[src/rtl/mpe_result_packer_pkg.sv]
// Shared sizing, FSM state encoding and the ReLU helper for the result packer.
package mpe_result_packer_pkg;

  localparam int LANES       = 16;
  localparam int LANE_W      = 32;
  localparam int FIFO_DEPTH  = 4;
  localparam int ADDR_W      = 12;
  localparam int WORDS_W     = 8;
  localparam int LANE_IDX_W  = $clog2(LANES);
  localparam int FIFO_CNT_W  = $clog2(FIFO_DEPTH + 1);
  localparam int WORD_W      = LANES * LANE_W;

  typedef enum logic [1:0] {
    ST_IDLE  = 2'd0,
    ST_PACK  = 2'd1,
    ST_WRITE = 2'd2,
    ST_DONE  = 2'd3
  } state_e;

  typedef logic [LANES-1:0][LANE_W-1:0] word_t;

  // Sign-bit clamp only; magnitude and width are left untouched.
  function automatic logic [LANE_W-1:0] relu_apply(input logic [LANE_W-1:0] v, input logic en);
    return (en && v[LANE_W-1]) ? '0 : v;
  endfunction

endpackage

[src/rtl/mpe_result_packer_if.sv]
// PE result strobe, job configuration, NRAM write channel and status of the packer.
interface mpe_result_packer_if;
  import mpe_result_packer_pkg::*;

  logic [LANE_W-1:0]  mpe_result;
  logic               mpe_result_vld;
  logic               cfg_start;
  logic [ADDR_W-1:0]  cfg_base_addr;
  logic [WORDS_W-1:0] cfg_num_words;
  logic               cfg_relu;
  logic [WORD_W-1:0]  nram_wr_data;
  logic [ADDR_W-1:0]  nram_wr_addr;
  logic               nram_wr_valid;
  logic               nram_wr_ready;
  logic               busy;
  logic               done;
  logic               overflow;

  modport slave (
    input  mpe_result, mpe_result_vld, cfg_start, cfg_base_addr, cfg_num_words, cfg_relu,
    input  nram_wr_ready,
    output nram_wr_data, nram_wr_addr, nram_wr_valid, busy, done, overflow
  );

  modport master (
    output mpe_result, mpe_result_vld, cfg_start, cfg_base_addr, cfg_num_words, cfg_relu,
    output nram_wr_ready,
    input  nram_wr_data, nram_wr_addr, nram_wr_valid, busy, done, overflow
  );

endinterface

[src/rtl/mpe_result_packer_sync_fifo.sv]
// Generic synchronous FIFO, no bypass; a push while full succeeds only alongside a pop.
module sync_fifo #(
  parameter int WIDTH = 32,
  parameter int DEPTH = 4
) (
  input  logic                       clk,
  input  logic                       rst_n,
  input  logic                       i_push,
  input  logic [WIDTH-1:0]           i_push_dat,
  input  logic                       i_pop,
  output logic [WIDTH-1:0]           o_pop_dat,
  output logic                       o_full,
  output logic                       o_empty,
  output logic [$clog2(DEPTH+1)-1:0] o_count
);

  localparam int PTR_W = (DEPTH > 1) ? $clog2(DEPTH) : 1;
  localparam int CNT_W = $clog2(DEPTH + 1);

  logic [WIDTH-1:0] r_mem [DEPTH];
  logic [PTR_W-1:0] r_wr_ptr;
  logic [PTR_W-1:0] r_rd_ptr;
  logic [CNT_W-1:0] r_count;
  logic             w_wr;
  logic             w_rd;

  function automatic logic [PTR_W-1:0] nxt_ptr(input logic [PTR_W-1:0] p);
    return (p == PTR_W'(DEPTH - 1)) ? '0 : p + 1'b1;
  endfunction

  assign o_full    = (r_count == CNT_W'(DEPTH));
  assign o_empty   = (r_count == '0);
  assign o_count   = r_count;
  assign o_pop_dat = r_mem[r_rd_ptr];
  assign w_wr      = i_push && (!o_full || i_pop);
  assign w_rd      = i_pop && !o_empty;

  always_ff @(posedge clk or negedge rst_n) begin
    if (!rst_n) begin
      r_wr_ptr <= '0;
      r_rd_ptr <= '0;
      r_count  <= '0;
      for (int i = 0; i < DEPTH; i++) r_mem[i] <= '0;
    end else begin
      if (w_wr) begin
        r_mem[r_wr_ptr] <= i_push_dat;
        r_wr_ptr        <= nxt_ptr(r_wr_ptr);
      end
      if (w_rd) r_rd_ptr <= nxt_ptr(r_rd_ptr);
      case ({w_wr, w_rd})
        2'b10:   r_count <= r_count + 1'b1;
        2'b01:   r_count <= r_count - 1'b1;
        default: r_count <= r_count;
      endcase
    end
  end

endmodule

[src/rtl/mpe_result_packer.sv]
// Packs 16 PE results per 512-bit NRAM word through a 4-entry FIFO, optional ReLU.
module mpe_result_packer
  import mpe_result_packer_pkg::*;
(
  input  logic                clk,
  input  logic                rst_n,
  mpe_result_packer_if.slave  bus
);

  state_e                 r_state;
  state_e                 w_state_nxt;
  word_t                  r_lanes;
  logic [LANE_IDX_W-1:0]  r_lane_cnt;
  logic [WORDS_W-1:0]     r_words_left;
  logic [ADDR_W-1:0]      r_addr;
  logic                   r_relu;
  logic                   r_overflow;
  logic                   w_start_acc;
  logic                   w_pop;
  logic                   w_wr_hs;
  logic                   w_drop;
  logic                   w_fifo_full;
  logic                   w_fifo_empty;
  logic [LANE_W-1:0]      w_fifo_dat;
  logic [FIFO_CNT_W-1:0]  w_fifo_count;

  sync_fifo #(.WIDTH(LANE_W), .DEPTH(FIFO_DEPTH)) u_fifo (
    .clk        (clk),
    .rst_n      (rst_n),
    .i_push     (bus.mpe_result_vld),
    .i_push_dat (bus.mpe_result),
    .i_pop      (w_pop),
    .o_pop_dat  (w_fifo_dat),
    .o_full     (w_fifo_full),
    .o_empty    (w_fifo_empty),
    .o_count    (w_fifo_count)
  );

  // The PE cannot be stalled, so a push into a full FIFO with no pop is lost.
  assign w_drop = bus.mpe_result_vld && w_fifo_full && !w_pop;

  always_ff @(posedge clk or negedge rst_n) begin
    if (!rst_n) r_state <= ST_IDLE;
    else        r_state <= w_state_nxt;
  end

  always_comb begin
    w_state_nxt = r_state;
    w_start_acc = 1'b0;
    w_pop       = 1'b0;
    w_wr_hs     = 1'b0;
    case (r_state)
      ST_IDLE: begin
        if (bus.cfg_start) begin
          w_start_acc = 1'b1;
          w_state_nxt = (bus.cfg_num_words != '0) ? ST_PACK : ST_DONE;
        end
      end
      ST_PACK: begin
        if (!w_fifo_empty) begin
          w_pop = 1'b1;
          if (r_lane_cnt == '1) w_state_nxt = ST_WRITE;
        end
      end
      ST_WRITE: begin
        if (bus.nram_wr_ready) begin
          w_wr_hs     = 1'b1;
          w_state_nxt = (r_words_left == WORDS_W'(1)) ? ST_DONE : ST_PACK;
        end
      end
      ST_DONE:  w_state_nxt = ST_IDLE;
      default:  w_state_nxt = ST_IDLE;
    endcase
  end

  always_ff @(posedge clk or negedge rst_n) begin
    if (!rst_n) begin
      r_lanes      <= '0;
      r_lane_cnt   <= '0;
      r_words_left <= '0;
      r_addr       <= '0;
      r_relu       <= 1'b0;
      r_overflow   <= 1'b0;
    end else begin
      if (w_start_acc) begin
        r_lanes      <= '0;
        r_lane_cnt   <= '0;
        r_words_left <= bus.cfg_num_words;
        r_addr       <= bus.cfg_base_addr;
        r_relu       <= bus.cfg_relu;
      end
      if (w_pop) begin
        r_lanes[r_lane_cnt] <= relu_apply(w_fifo_dat, r_relu);
        r_lane_cnt          <= r_lane_cnt + 1'b1;
      end
      if (w_wr_hs) begin
        r_addr       <= r_addr + 1'b1;
        r_words_left <= r_words_left - 1'b1;
      end
      // A drop in the same cycle as a new job still counts against that job.
      if (w_drop)           r_overflow <= 1'b1;
      else if (w_start_acc) r_overflow <= 1'b0;
    end
  end

  assign bus.nram_wr_data  = r_lanes;
  assign bus.nram_wr_addr  = r_addr;
  assign bus.nram_wr_valid = (r_state == ST_WRITE);
  assign bus.busy          = (r_state != ST_IDLE);
  assign bus.done          = (r_state == ST_DONE);
  assign bus.overflow      = r_overflow;

  a_fifo_count_bound: assert property (@(posedge clk) disable iff (!rst_n)
    w_fifo_count <= FIFO_CNT_W'(FIFO_DEPTH));

endmodule

[src/flat_wrapper.sv]
// flat-port wrapper written by rule: the top's interface ports become plain ports
module mpe_result_packer_flat import mpe_result_packer_pkg::*;
  (clk, rst_n, bus_mpe_result, bus_mpe_result_vld, bus_cfg_start, bus_cfg_base_addr, bus_cfg_num_words, bus_cfg_relu, bus_nram_wr_ready, bus_nram_wr_data, bus_nram_wr_addr, bus_nram_wr_valid, bus_busy, bus_done, bus_overflow);
  mpe_result_packer_if bus_i ();
  input  logic clk;
  input  logic rst_n;
  input wire logic [$bits(bus_i.mpe_result)-1:0] bus_mpe_result;
  input wire logic [$bits(bus_i.mpe_result_vld)-1:0] bus_mpe_result_vld;
  input wire logic [$bits(bus_i.cfg_start)-1:0] bus_cfg_start;
  input wire logic [$bits(bus_i.cfg_base_addr)-1:0] bus_cfg_base_addr;
  input wire logic [$bits(bus_i.cfg_num_words)-1:0] bus_cfg_num_words;
  input wire logic [$bits(bus_i.cfg_relu)-1:0] bus_cfg_relu;
  input wire logic [$bits(bus_i.nram_wr_ready)-1:0] bus_nram_wr_ready;
  output wire logic [$bits(bus_i.nram_wr_data)-1:0] bus_nram_wr_data;
  output wire logic [$bits(bus_i.nram_wr_addr)-1:0] bus_nram_wr_addr;
  output wire logic [$bits(bus_i.nram_wr_valid)-1:0] bus_nram_wr_valid;
  output wire logic [$bits(bus_i.busy)-1:0] bus_busy;
  output wire logic [$bits(bus_i.done)-1:0] bus_done;
  output wire logic [$bits(bus_i.overflow)-1:0] bus_overflow;
  assign bus_i.mpe_result = bus_mpe_result;
  assign bus_i.mpe_result_vld = bus_mpe_result_vld;
  assign bus_i.cfg_start = bus_cfg_start;
  assign bus_i.cfg_base_addr = bus_cfg_base_addr;
  assign bus_i.cfg_num_words = bus_cfg_num_words;
  assign bus_i.cfg_relu = bus_cfg_relu;
  assign bus_i.nram_wr_ready = bus_nram_wr_ready;
  assign bus_nram_wr_data = bus_i.nram_wr_data;
  assign bus_nram_wr_addr = bus_i.nram_wr_addr;
  assign bus_nram_wr_valid = bus_i.nram_wr_valid;
  assign bus_busy = bus_i.busy;
  assign bus_done = bus_i.done;
  assign bus_overflow = bus_i.overflow;
  mpe_result_packer u_core (.clk(clk), .rst_n(rst_n), .bus(bus_i));
endmodule
[config.mk]
export PLATFORM = sky130hd
export DESIGN_NAME = mpe_result_packer_flat
export DESIGN_NICKNAME = d
export VERILOG_FILES = /design/src/rtl/mpe_result_packer_pkg.sv /design/src/rtl/mpe_result_packer_if.sv /design/src/rtl/mpe_result_packer_sync_fifo.sv /design/src/rtl/mpe_result_packer.sv /design/src/flat_wrapper.sv
export SDC_FILE = /design/constraint.sdc
export NUM_CORES = 1
export LEC_CHECK = 0
export BUFFER_PORTS_ARGS = -buffer_cell sky130_fd_sc_hd__buf_2
export CORE_MARGIN = 8
export CORE_UTILIZATION = 54
export CTS_CLUSTER_SIZE = 28
export DETAILED_ROUTE_END_ITERATION = 12
export PLACE_DENSITY_LB_ADDON = 0.3
export SYNTH_ARGS = -nofsm -noshare
export SYNTH_HDL_FRONTEND = slang
export SYNTH_SLANG_ARGS = --single-unit
[constraint.sdc]
create_clock -name clk -period 2.6 [get_ports clk]
set_input_delay 0.26 -clock clk [delete_from_list [all_inputs] [get_ports clk]]
set_output_delay 0.26 -clock clk [all_outputs]
set_load 0.01 [all_outputs]
Word level (Yosys, flattened, before mapping)

Index checks and enable logic that the tools add are counted.

Flip-flop bits (word level): 675
Input bits: 58
Output and inout port bits: 528
Word-level logic and storage cells: 113

$add $sub $neg: 7
Order comparisons: 5
Eq/ne operators: 14
Multiplexer cells: 36
Bitwise gates (word level): 2
Reductions and logical operators: 20

Operator list:

| cell                    | number |
|---|---|
| $mux W512               | 2 |
| $bwmux W512             | 1 |
| $mux W32                | 5 |
| $bwmux W128             | 1 |
| $demux W32 S4           | 1 |
| $bmux W32 S2            | 1 |
| $demux W32 S2           | 1 |
| $mux W12                | 2 |
| $mux W2                 | 8 |
| $mux W8                 | 2 |
| $add A12 B1 Y12 const B | 1 |
| $eq A2 B2 Y1 const B    | 5 |
| $reduce_bool A2 Y1      | 5 |
| $eq A8 B1 Y1 const B    | 1 |
| $mux W1                 | 8 |
| $mux W4                 | 2 |
| $pmux W2 S4             | 1 |
| $reduce_bool A8 Y1      | 1 |
| $sub A8 B1 Y8 const B   | 1 |
| $logic_and A1 B1 Y1     | 7 |
| $ge A3 B3 Y1 const B    | 2 |
| $ne A2 B2 Y1 const B    | 3 |
| $not A2 Y3              | 2 |
| $pmux W3 S2             | 1 |
| 16 further kinds        | 20 |

Logic depth before layout (Yosys ltp)

Gate-level depths: netlist of run 1.

Word-level depth: 8
Gate-level depth with buffers: 12
Gate-level depth less buffers: 9

Hierarchy

From an unflattened synthesis of run 1, not the netlist that was laid out.

Cell total of the unflattened synthesis: 2,312
Area total of the unflattened synthesis: 26,962.1 um^2

Modules (own cells, without submodules):

| module            | instances | cells an instance | area an instance (um^2) | seq. area each (um^2) |
|---|---|---|---|---|
| mpe_result_packer | 1         | 1,960             | 20,962.6                | 13,513.0 |
| sync_fifo         | 1         | 352               | 5,999.5                 | 3,378.2 |

Worst setup path before layout of run 1

OpenSTA, ideal clock, no wires.

Path type: reg-to-reg
Start: reg u_core.r_state[0]
End: reg u_core.u_fifo.r_count[2] (netlist: u_core.u_fifo.o_count[2])
Setup time: 0.080 ns
Arrival: 2.178 ns
Required time: 2.520 ns
Setup slack: 0.342 ns
Stages on the path, launching flop included: 12
Buffers on the path: 2
Clock period less this slack: 2.258 ns
Path through: dfrtp_1 buf_6 nor2b_4 buf_6 o41a_4 inv_1 ha_1 inv_1 fa_1 xor2_1 nor2_1 xnor2_1

Word-level cells in the longest chain between the ends: 6
Elaborated cells on any way between the ends: 9
Classes of those cells: eq/ne (3); mux (2); reduce/logical (4)

RTL lines:

| what                                              | RTL line                          | RTL |
|---|---|---|
| start, declared                                   | mpe_result_packer.sv:10           | `state_e r_state;` |
| start signal, assigned                            | mpe_result_packer.sv:44           | `else r_state <= w_state_nxt;` |
| $eq A2 B1 Y1 *                                    | mpe_result_packer.sv:52           | `case (r_state)` |
| $mux W1 *                                         | mpe_result_packer.sv:52           |  |
| $logic_or A1 B1 Y1                                | mpe_result_packer_sync_fifo.sv:35 | `assign w_wr = i_push && (!o_full \|\| i_pop);` |
| $logic_and A1 B1 Y1                               | mpe_result_packer_sync_fifo.sv:35 |  |
| $eq A2 B1 Y1 or $eq A2 B2 Y1 (tied branches)      | mpe_result_packer_sync_fifo.sv:50 | `case ({w_wr, w_rd})` |
| $pmux W3 S2 or $reduce_bool A2 Y1 (tied branches) | -                                 |  |
| end signal, assigned                              | mpe_result_packer_sync_fifo.sv:51 | `2'b10: r_count <= r_count + 1'b1;` |
| end signal, assigned                              | mpe_result_packer_sync_fifo.sv:52 | `2'b01: r_count <= r_count - 1'b1;` |
| end signal, assigned                              | mpe_result_packer_sync_fifo.sv:53 | `default: r_count <= r_count;` |
| end, declared                                     | mpe_result_packer_sync_fifo.sv:23 | `logic [CNT_W-1:0] r_count;` |

Mark *: on every way between the ends. The rest lies on a longest branch, timed or not.
A chain may end at the register's enable or synchronous reset.

Worst setup path after layout of run 1

Start: reg u_core.r_state[0]
End: reg u_core.r_state[1]

Word-level cells in the longest chain between the ends: 3
Elaborated cells on any way between the ends: 10
Classes of those cells: eq/ne (7); mux (1); reduce/logical (2)

RTL lines:

| what                                                   | RTL line |
|---|---|
| $eq A2 B1 Y1, or another cell as far along             | mpe_result_packer.sv:52 |
| $ne A2 B2 Y1 (no line) or $ne A2 B1 Y1 (tied branches) | - |
| $reduce_and A4 Y1 (no line)                            | - |

Parallel ways exist; a longest one is shown, timed or not.

==> impl_metrics.py, run 1 <==
metrics = {
    "synth": {
        "syn_nets": 2391,
        "synth_seq_area_share_pct": 63.1,
        "postSynth.topFlopCell": "sky130_fd_sc_hd__dfrtp_1",
        "main_combinational_cell_family_by_area_after_synthesis": "simple AND/OR/NAND/NOR gates",
        "post_synthesis_area_per_instance_um2": 11.5,
        "synth.mux.area_fraction_pct": 8.18,
        "post-synth-top-area-cell": "sky130_fd_sc_hd__dfrtp_1",
        "synth-seq-cells": 675,
        "yosysWarnings": 0,
        "synth_top_cell_area_share_pct": 63.1,
        "xor_xnor_cell_area_share_of_the_yosys_netlist_pct": 0.164,
        "synth_enable_flop_cells": 0,
        "compound_gate_fraction_of_synth_area_pct": 11.0,
        "syn-instance-count": 2319,
        "ys_top_cells_by_area": "sky130_fd_sc_hd__dfrtp_1 63%, sky130_fd_sc_hd__o21ai_0 9.8%, sky130_fd_sc_hd__nand3_1 9.7%, sky130_fd_sc_hd__mux2_2 3.7%, sky130_fd_sc_hd__mux4_2 2.6%",
        "synth_simple_gate_area_share_pct": 12.5,
        "cell_area_after_technology_mapping_um2": 26800,
        "async_flop_share_pct": 100,
        "netlist-cell-type-count": 58,
        "post_synth_fa_ha_maj_area_fraction_pct": 0.682,
    },
    "detailed_routing": {
        "antenna_violating_nets_post_route": 0,
        "routed_wire_length_per_instance_um": 24.4,
        "detail_route.iter0.violations": 2363,
        "drc": 0,
        "routed_via_density": 6.02,
        "dr.pass1.iters": 7,
        "totalWireLength_mm": 88.2,
        "detailroute.via_count": 21800,
    },
    "hold_path": {
        "type_of_the_most_critical_hold_path": "primary input to register",
        "min-delay-start": "bus_cfg_base_addr[5]",
    },
    "setup_path": {
        "path_class": "register to register",
        "path_common_cell": "sky130_fd_sc_hd__nand3_1",
        "critPathCaptureType": "register",
        "timing.critical_path.max_delay_family": "simple AND/OR/NAND/NOR gates",
        "crit_arrival_ns": 2.88,
        "worstSetupStartpoint": "u_core.r_state[0]$_DFFE_PN0P_",
        "crit-reg2reg-launch": "u_core.r_state[0]$_DFFE_PN0P_",
        "worst-path-max-fanout": 27,
        "timing.critical_path.buf_inv": 2,
        "max_stage_delay_ns": 0.58,
        "slowest_stage": "sky130_fd_sc_hd__or3b_4",
        "startpoint_type": "register",
        "crit_required_ns": 3.14,
        "worstPathCellList": "or3b_4 > buf_4 > nor2_1 > nand3_1 > nand3_1 > dlygate4sd3_1",
    },
    "pwr": {
        "p_leak_nw": 16.6,
        "switching_power_as_a_share_of_total_power_pct": 41.3,
        "finalPower_mw": 47.9,
        "areal_power_density_over_the_cells_nw_per_um2": 1430,
        "share_clk_of_total_power_pct": 21.0,
        "ir_drop_mv": 0.777,
        "power.share.combinational_pct": 41.8,
        "seqPwrFrac_pct": 37.3,
        "p_int_mw": 28.1,
        "p_switching_mw": 19.8,
    },
    "final_layout": {
        "num-fill-cells": 3553,
        "final_net_count": 2967,
        "multi_input_area_um2": 8700,
        "fraction_of_layout_cells_with_a_size_suffix_above_1_pct": 31.3,
        "finished_layout_cell_area_um2": 33500,
        "ff_latch_area_um2": 16900,
        "syn2layout_area_growth_pct": 25.0,
        "finish.cell_count_without_fillers": 3614,
        "final_cell_utilization_of_the_core_pct": 68.4,
    },
    "cts": {
        "clock_tree.buffer_depth": 3,
        "cts-buffers-inserted": 69,
        "worstSkewPairLatency_ns": 0.62,
        "tritoncts_num_sinks": 675,
        "clk_transition_reported_paths_ns": 0.06,
        "count_of_cells_resized_by_post_cts_repair": 0,
        "cts_post_setup_buffers_inserted": 0,
        "cts_htree_levels": 3,
        "cts_root_buffer": "sky130_fd_sc_hd__clkbuf_16",
        "tritoncts": "built",
    },
    "die": {
        "floorplan.core_area_um2": 49000,
        "die_x_um": 239,
        "initial_utilization_pct": 54.7,
        "boundaryPins": 586,
        "dieArea_um2": 57000,
        "fp-row-count": 81,
        "fp.dieH_um": 239,
    },
    "sta": {
        "setup_viol": 0,
        "max_freq_ghz": 0.428,
        "finalClockSkew_ns": 0.0225,
        "timing_hold_violations_final": 0,
        "timing_max_transition_violations_final": 0,
        "timing.final.crit_share_pct": 90.0,
        "grt_setup_unrepaired": "false",
        "final.min_clock_period_ns": 2.34,
        "slew_limit_headroom_pct": 21.9,
        "worst_slew_pin_slew_ns": 1.16,
        "fin_setup_tns_ns": 0,
    },
    "grt": {
        "remaining_overflow_grt": 0,
        "grt_pass1_wl_mm": 133,
        "vias_in_the_first_global_route": 21700,
        "grt_antenna_before_repair": 9,
        "pin_count_of_the_biggest_net_entering_global_routing": 101,
        "overall_global_routing_usage_pct": 30.0,
    },
    "placement": {
        "place.port_buffers": 585,
        "dpl.hpwl_mm": 60.4,
        "placement.cell_area_um2": 30600,
        "place.detailed.instances": 3435,
        "routability_congestion": 0.871,
    },
    "outcome": {
        "outcome": "finished, final reports clean",
    },
    "run": {
        "max_cap_violations": 0,
    },
}
cells in the final DEF, fill, tap and decap left out, types with 4 or more instances in the layout:
master / n
sky130_fd_sc_hd__a21oi_1: 6
sky130_fd_sc_hd__a22oi_1: 5
sky130_fd_sc_hd__buf_12: 41
sky130_fd_sc_hd__buf_2: 584
sky130_fd_sc_hd__buf_4: 53
sky130_fd_sc_hd__bufinv_16: 4
sky130_fd_sc_hd__clkbuf_1: 15
sky130_fd_sc_hd__clkbuf_16: 72
sky130_fd_sc_hd__clkbuf_8: 15
sky130_fd_sc_hd__clkinv_2: 5
sky130_fd_sc_hd__clkinvlp_4: 4
sky130_fd_sc_hd__dfrtp_1: 674
sky130_fd_sc_hd__diode_2: 5
sky130_fd_sc_hd__dlygate4sd3_1: 53
sky130_fd_sc_hd__ha_1: 13
sky130_fd_sc_hd__inv_1: 15
sky130_fd_sc_hd__inv_6: 4
sky130_fd_sc_hd__mux2_1: 41
sky130_fd_sc_hd__mux2_2: 87
sky130_fd_sc_hd__mux2i_1: 5
sky130_fd_sc_hd__mux4_2: 31
sky130_fd_sc_hd__nand2_1: 60
sky130_fd_sc_hd__nand2_4: 4
sky130_fd_sc_hd__nand3_1: 520
sky130_fd_sc_hd__nand4_1: 10
sky130_fd_sc_hd__nand4_2: 8
sky130_fd_sc_hd__nor2_1: 15
sky130_fd_sc_hd__nor2b_1: 4
sky130_fd_sc_hd__nor3_1: 9
sky130_fd_sc_hd__nor4_1: 4
sky130_fd_sc_hd__o211ai_1: 4
sky130_fd_sc_hd__o21ai_0: 525
sky130_fd_sc_hd__o311ai_0: 4
sequential cells by signal, summed over array words and instances, names as in the netlist:
name                     count
u_core.r_relu                1
u_core.bus.overflow          1
u_core.u_fifo.r_wr_ptr       2
u_core.u_fifo.o_count        3
u_core.r_words_left          8
u_core.r_lane_cnt            4
u_core.r_state               2
u_core.u_fifo.r_mem        128
u_core.u_fifo.r_rd_ptr       2
u_core.bus.nram_wr_data    512
u_core.bus.nram_wr_addr     12
path summary, 6_finish.rpt:
check,slack (ns),depth (start not counted),to
max,0.26,6,u_core.r_state[1]$_DFFE_PN0P_
min,0.04,3,u_core.bus.nram_wr_addr[5]$_DFFE_PN0P_
max reg2reg,0.26,6,u_core.r_state[1]$_DFFE_PN0P_
min reg2reg,0.49,1,u_core.u_fifo.r_mem[62]$_DFFE_PN0P_
max in group asynchronous,1.37,3,u_core.bus.nram_wr_data[187]$_DFF_PN0_
min in group asynchronous,0.23,2,u_core.u_fifo.r_mem[67]$_DFFE_PN0P_
power groups by stage:
stage	clock [mW]	combinational [mW]	sequential, mW
3_3_place_gp	0	19.2	17.6
2_1_floorplan	0	8.78	18.7
3_5_place_dp	0	19.8	17.9
6_report	10.0	20.0	17.9
5_1_grt	10.6	21.5	18.3
4_1_cts	10.2	20.0	17.8
repair_timing:
action                     4_1_cts  5_1_grt
hold buffers                    53        0
hold endpoints to repair       193        0
setup endpoints to repair        0        0
synth_stat cells, types with 5 or more instances:
master / n
sky130_fd_sc_hd__nand4_1: 10
sky130_fd_sc_hd__mux4_2: 31
sky130_fd_sc_hd__inv_1: 15
sky130_fd_sc_hd__nand4_2: 8
sky130_fd_sc_hd__o21ai_0: 525
sky130_fd_sc_hd__buf_2: 88
sky130_fd_sc_hd__buf_1: 9
sky130_fd_sc_hd__nor3_1: 9
sky130_fd_sc_hd__a22oi_1: 5
sky130_fd_sc_hd__mux2i_1: 5
sky130_fd_sc_hd__dfrtp_1: 675
sky130_fd_sc_hd__ha_1: 13
sky130_fd_sc_hd__nand2_1: 60
sky130_fd_sc_hd__nand3_1: 520
sky130_fd_sc_hd__buf_6: 15
sky130_fd_sc_hd__buf_4: 7
sky130_fd_sc_hd__clkbuf_2: 30
sky130_fd_sc_hd__nor2_1: 15
sky130_fd_sc_hd__mux2_1: 41
sky130_fd_sc_hd__clkbuf_1: 78
sky130_fd_sc_hd__a21oi_1: 6
sky130_fd_sc_hd__mux2_2: 87
worst min-delay path: cells and delay by family:
family / cells / cell delay, ns
AO/OA/AOI/OAI: 2 / 0.25
buffers and inverters: 1 / 0.10
layout make-up:
cell class | count | share of cell area [%]
tap | 664 | 2.48
timing repair buffer | 732 | 14.0
clock inverter | 19 | 0.703
clock buffer | 102 | 6.17
inverter | 15 | 0.168
antenna | 5 | 0.0374
sequential | 675 | 50.5
multi-input combinational | 1402 | 26.0
routing by layer:
metal	wire length [um]	up-vias	GRT usage [%]
li1	-	9457	-
met1	34500	10900	39.1
met2	41600	1164	48.0
met3	7930	225	6.97
met4	4080	6	13.5
met5	40	-	0
cells by family after synthesis:
family | Yosys count
AO/OA/AOI/OAI | 564
multiplexers | 164
buffers and inverters | 242
adder cells (fa/ha/maj) | 14
AND/OR/NAND/NOR | 655
flip-flops | 675
XOR/XNOR | 5
per-stage QoR:
step / worst slack [ns] / hold WS [ns]
after detailed placement: 0.328 / 0.264
after CTS: 0.296 / 0.00945
after global placement: 0.352 / 0.272
after floorplan: 0.342 / -0.0356
after global routing: 0.146 / 0.0270
final: 0.261 / 0.0420
(Power assumes the default switching activity.)
==> inputs of run 2 (changes only) <==
--- a/config.mk
+++ b/config.mk
@@ -5,9 +5,10 @@
 export SDC_FILE = /design/constraint.sdc
 export NUM_CORES = 1
 export LEC_CHECK = 0
+export ABC_AREA = 1
 export BUFFER_PORTS_ARGS = -buffer_cell sky130_fd_sc_hd__buf_2
 export CORE_MARGIN = 8
-export CORE_UTILIZATION = 54
+export CORE_UTILIZATION = 55
 export CTS_CLUSTER_SIZE = 28
 export DETAILED_ROUTE_END_ITERATION = 12
 export PLACE_DENSITY_LB_ADDON = 0.3
==> run 2 against run 1 <==
  * Synthesized cell count up 40%
  * Combinational power down 6%
  * Routed wire length up 23%
  * Worst hold slack worse by 0.0067 ns
  * Register-to-register slack better by 0.16 ns
  * Die area up 6.3%
  * Fmax up 7.3%
  * First-iteration DRC count up 43%
==> impl_metrics.py, run 2 <==
metrics = {
    "grt": {
        "remaining_overflow_grt": 0,
        "vias_in_the_first_global_route": 26500,
        "grt_pass1_wl_mm": 162,
        "pin_count_of_the_biggest_net_entering_global_routing": 136,
        "grt_antenna_before_repair": 2,
        "overall_global_routing_usage_pct": 34.6,
    },
    "sta": {
        "slew_limit_headroom_pct": 51.8,
        "timing.final.crit_share_pct": 83.9,
        "finalClockSkew_ns": 0.0233,
        "timing_hold_violations_final": 0,
        "worst_slew_pin_slew_ns": 0.722,
        "setup_viol": 0,
        "grt_setup_unrepaired": "false",
        "max_freq_ghz": 0.459,
        "final.min_clock_period_ns": 2.18,
        "timing_max_transition_violations_final": 0,
        "fin_setup_tns_ns": 0,
    },
    "pwr": {
        "p_leak_nw": 20.3,
        "ir_drop_mv": 0.792,
        "areal_power_density_over_the_cells_nw_per_um2": 1250,
        "finalPower_mw": 44.5,
    },
    "synth": {
        "post-synth-top-area-cell": "sky130_fd_sc_hd__dfrtp_1",
        "postSynth.topFlopCell": "sky130_fd_sc_hd__dfrtp_1",
        "main_combinational_cell_family_by_area_after_synthesis": "simple AND/OR/NAND/NOR gates",
        "ys_top_cells_by_area": "sky130_fd_sc_hd__dfrtp_1 58%, sky130_fd_sc_hd__nand3_1 18%, sky130_fd_sc_hd__nand2_1 9.3%, sky130_fd_sc_hd__o21ai_0 3.8%, sky130_fd_sc_hd__buf_2 2.4%",
        "cell_area_after_technology_mapping_um2": 29100,
        "synth-seq-cells": 675,
        "synth_top_cell_area_share_pct": 58.0,
        "async_flop_share_pct": 100,
        "netlist-cell-type-count": 35,
        "syn_nets": 3310,
        "post_synth_fa_ha_maj_area_fraction_pct": 0.627,
        "synth_common_cells": "1036 x sky130_fd_sc_hd__nand3_1, 724 x sky130_fd_sc_hd__nand2_1, 675 x sky130_fd_sc_hd__dfrtp_1",
        "xor_xnor_cell_area_share_of_the_yosys_netlist_pct": 0.181,
        "synth_enable_flop_cells": 0,
        "synth_seq_area_share_pct": 58.0,
        "post_synthesis_area_per_instance_um2": 8.99,
        "compound_gate_fraction_of_synth_area_pct": 5.68,
        "synth.mux.area_fraction_pct": 0,
        "yosysWarnings": 0,
        "synth_simple_gate_area_share_pct": 29.1,
        "synth.most_common_cell": "sky130_fd_sc_hd__nand3_1",
        "syn-instance-count": 3238,
    },
    "setup_path": {
        "path_class": "register to register",
        "crit_required_ns": 3.08,
        "critPathCaptureType": "register",
        "startpoint_type": "register",
        "crit_arrival_ns": 2.66,
        "worst-path-max-fanout": 135,
    },
    "final_layout": {
        "fraction_of_layout_cells_with_a_size_suffix_above_1_pct": 23.4,
        "layout_commonest_cell": "sky130_fd_sc_hd__nand3_1",
        "ff_latch_area_um2": 16900,
        "multi_input_area_um2": 10400,
        "largest_reg_flops": 512,
        "final_net_count": 3834,
        "layout.cells.most_common_list": "1035 x sky130_fd_sc_hd__nand3_1, 724 x sky130_fd_sc_hd__nand2_1, 674 x sky130_fd_sc_hd__dfrtp_1",
        "finished_layout_cell_area_um2": 35600,
        "syn2layout_area_growth_pct": 22.4,
        "num-fill-cells": 4136,
    },
    "cts": {
        "clk_transition_reported_paths_ns": 0.06,
        "cts_htree_levels": 3,
        "cts-hold-fix-buffers": 42,
        "cts-buffers-inserted": 71,
        "count_of_cells_resized_by_post_cts_repair": 0,
        "clock_tree.buffer_depth": 3,
        "cts_post_setup_buffers_inserted": 0,
        "tritoncts": "built",
        "tritoncts_num_sinks": 675,
        "worstSkewPairLatency_ns": 0.60,
        "cts_root_buffer": "sky130_fd_sc_hd__clkbuf_16",
    },
    "placement": {
        "routability_congestion": 0.887,
        "place.port_buffers": 585,
        "dpl.hpwl_mm": 69.7,
        "placement.cell_area_um2": 32700,
    },
    "hold_path": {
        "type_of_the_most_critical_hold_path": "primary input to register",
    },
    "detailed_routing": {
        "dr.pass1.iters": 8,
        "antenna_violating_nets_post_route": 0,
        "detail_route.iter0.violations": 3383,
        "routed_via_density": 6.11,
        "routed_wire_length_per_instance_um": 24.0,
        "totalWireLength_mm": 108,
        "detailroute.via_count": 27500,
        "drc": 0,
    },
    "die": {
        "initial_utilization_pct": 55.5,
        "fp-row-count": 84,
        "die_x_um": 246,
        "fp.dieH_um": 246,
        "dieArea_um2": 60500,
        "boundaryPins": 586,
        "floorplan.core_area_um2": 52400,
    },
    "run": {
        "max_cap_violations": 0,
    },
    "outcome": {
        "outcome": "finished, final reports clean",
    },
}
## run 2: cell types whose count changed in the layout (fill, tap and decap cells not counted), moves of 29 or more
cell / before / now
sky130_fd_sc_hd__nand3_1: 520 / 1035
sky130_fd_sc_hd__inv_1: 15 / 73
sky130_fd_sc_hd__mux2_1: 41 / 0
sky130_fd_sc_hd__mux4_2: 31 / 0
sky130_fd_sc_hd__nand2_1: 60 / 724
sky130_fd_sc_hd__o21ai_0: 525 / 222
sky130_fd_sc_hd__o22ai_2: 0 / 29
sky130_fd_sc_hd__mux2_2: 87 / 0
sky130_fd_sc_hd__nor2_1: 15 / 89
## run 2: layer usage
layer	global-route usage, %	wire, um	vias up
li1	-	-	11900
met4	20.1	6770	0
met5	0	0	-
met2	52.0	48600	1929
met3	8.67	13600	367
met1	45.4	39200	13300
## run 2: logic make-up (layout without fill, tap and decap cells)
kind of cell | count (synthesis) | count (layout)
and+or+nand+nor | 1883 | 1883
DFF | 675 | 675
buffers and inverters | 384 | 963
AOI/OAI and AO/OA | 276 | 276
adders and majority gates | 14 | 14
xor gates and xnor gates | 6 | 6
other | 0 | 2
## run 2: where the power goes
| group | internal [mW] | switching (mW) | leakage (nW) |
|---|---|---|---|
| Clock | 6.49 | 4.31 | 1.22 |
| Sequential | 13.1 | 1.84 | 9.13 |
| Combinational | 5.23 | 13.5 | 9.99 |
## run 2: final timing paths
check	start	endpoint	slack, ns	cells after the start
setup / recovery	u_core.u_fifo.r_rd_ptr[1]$_DFFE_PN0P_	u_core.bus.nram_wr_data[195]$_DFF_PN0_	0.42	7
hold / removal	bus_mpe_result[22]	u_core.u_fifo.r_mem[54]$_DFFE_PN0P_	0.04	3
hold reg to reg	u_core.u_fifo.r_mem[93]$_DFFE_PN0P_	u_core.u_fifo.r_mem[93]$_DFFE_PN0P_	0.48	2
max in group asynchronous	rst_n	u_core.bus.nram_wr_data[389]$_DFF_PN0_	1.36	4
min in group asynchronous	rst_n	u_core.bus.nram_wr_addr[10]$_DFFE_PN0P_	0.28	2
setup reg to reg	u_core.u_fifo.r_rd_ptr[1]$_DFFE_PN0P_	u_core.bus.nram_wr_data[195]$_DFF_PN0_	0.42	7
## run 2: metrics by stage
| step | hold WS (ns) | util, % | instances | setup WS [ns] |
|---|---|---|---|---|
| final | 0.0353 | 67.9 | 4507 | 0.419 |
| after floorplan | -0.0356 | - | 3238 | 0.711 |
| after global placement | 0.289 | 62.4 | 4335 | 0.526 |
| after CTS | 0.00243 | 67.9 | 4505 | 0.475 |
| after detailed placement | 0.297 | 62.4 | 4335 | 0.512 |
| after global routing | 0.0290 | 67.9 | 4507 | 0.303 |
## run 2: final cells by class
| cell class | instances | share of cell area (%) |
|---|---|---|
| Sequential cell | 675 | 47.4 |
| Multi-Input combinational cell | 2179 | 29.2 |
| Timing Repair Buffer | 739 | 13.0 |
| Clock buffer | 103 | 5.86 |
| Tap cell | 688 | 2.42 |
| Clock inverter | 25 | 1.06 |
| Inverter | 96 | 1.01 |
| Antenna cell | 2 | 0.0141 |
## run 2: worst max-delay path, stage by stage (launching register included)
cell,delay [ns]
sky130_fd_sc_hd__dfrtp_1,0.38
sky130_fd_sc_hd__buf_4,0.27
sky130_fd_sc_hd__o21ai_1,0.12
sky130_fd_sc_hd__o21ai_2,0.26
sky130_fd_sc_hd__nand2_8,0.28
sky130_fd_sc_hd__buf_12,0.32
sky130_fd_sc_hd__nand3_1,0.23
sky130_fd_sc_hd__nand2_1,0.08
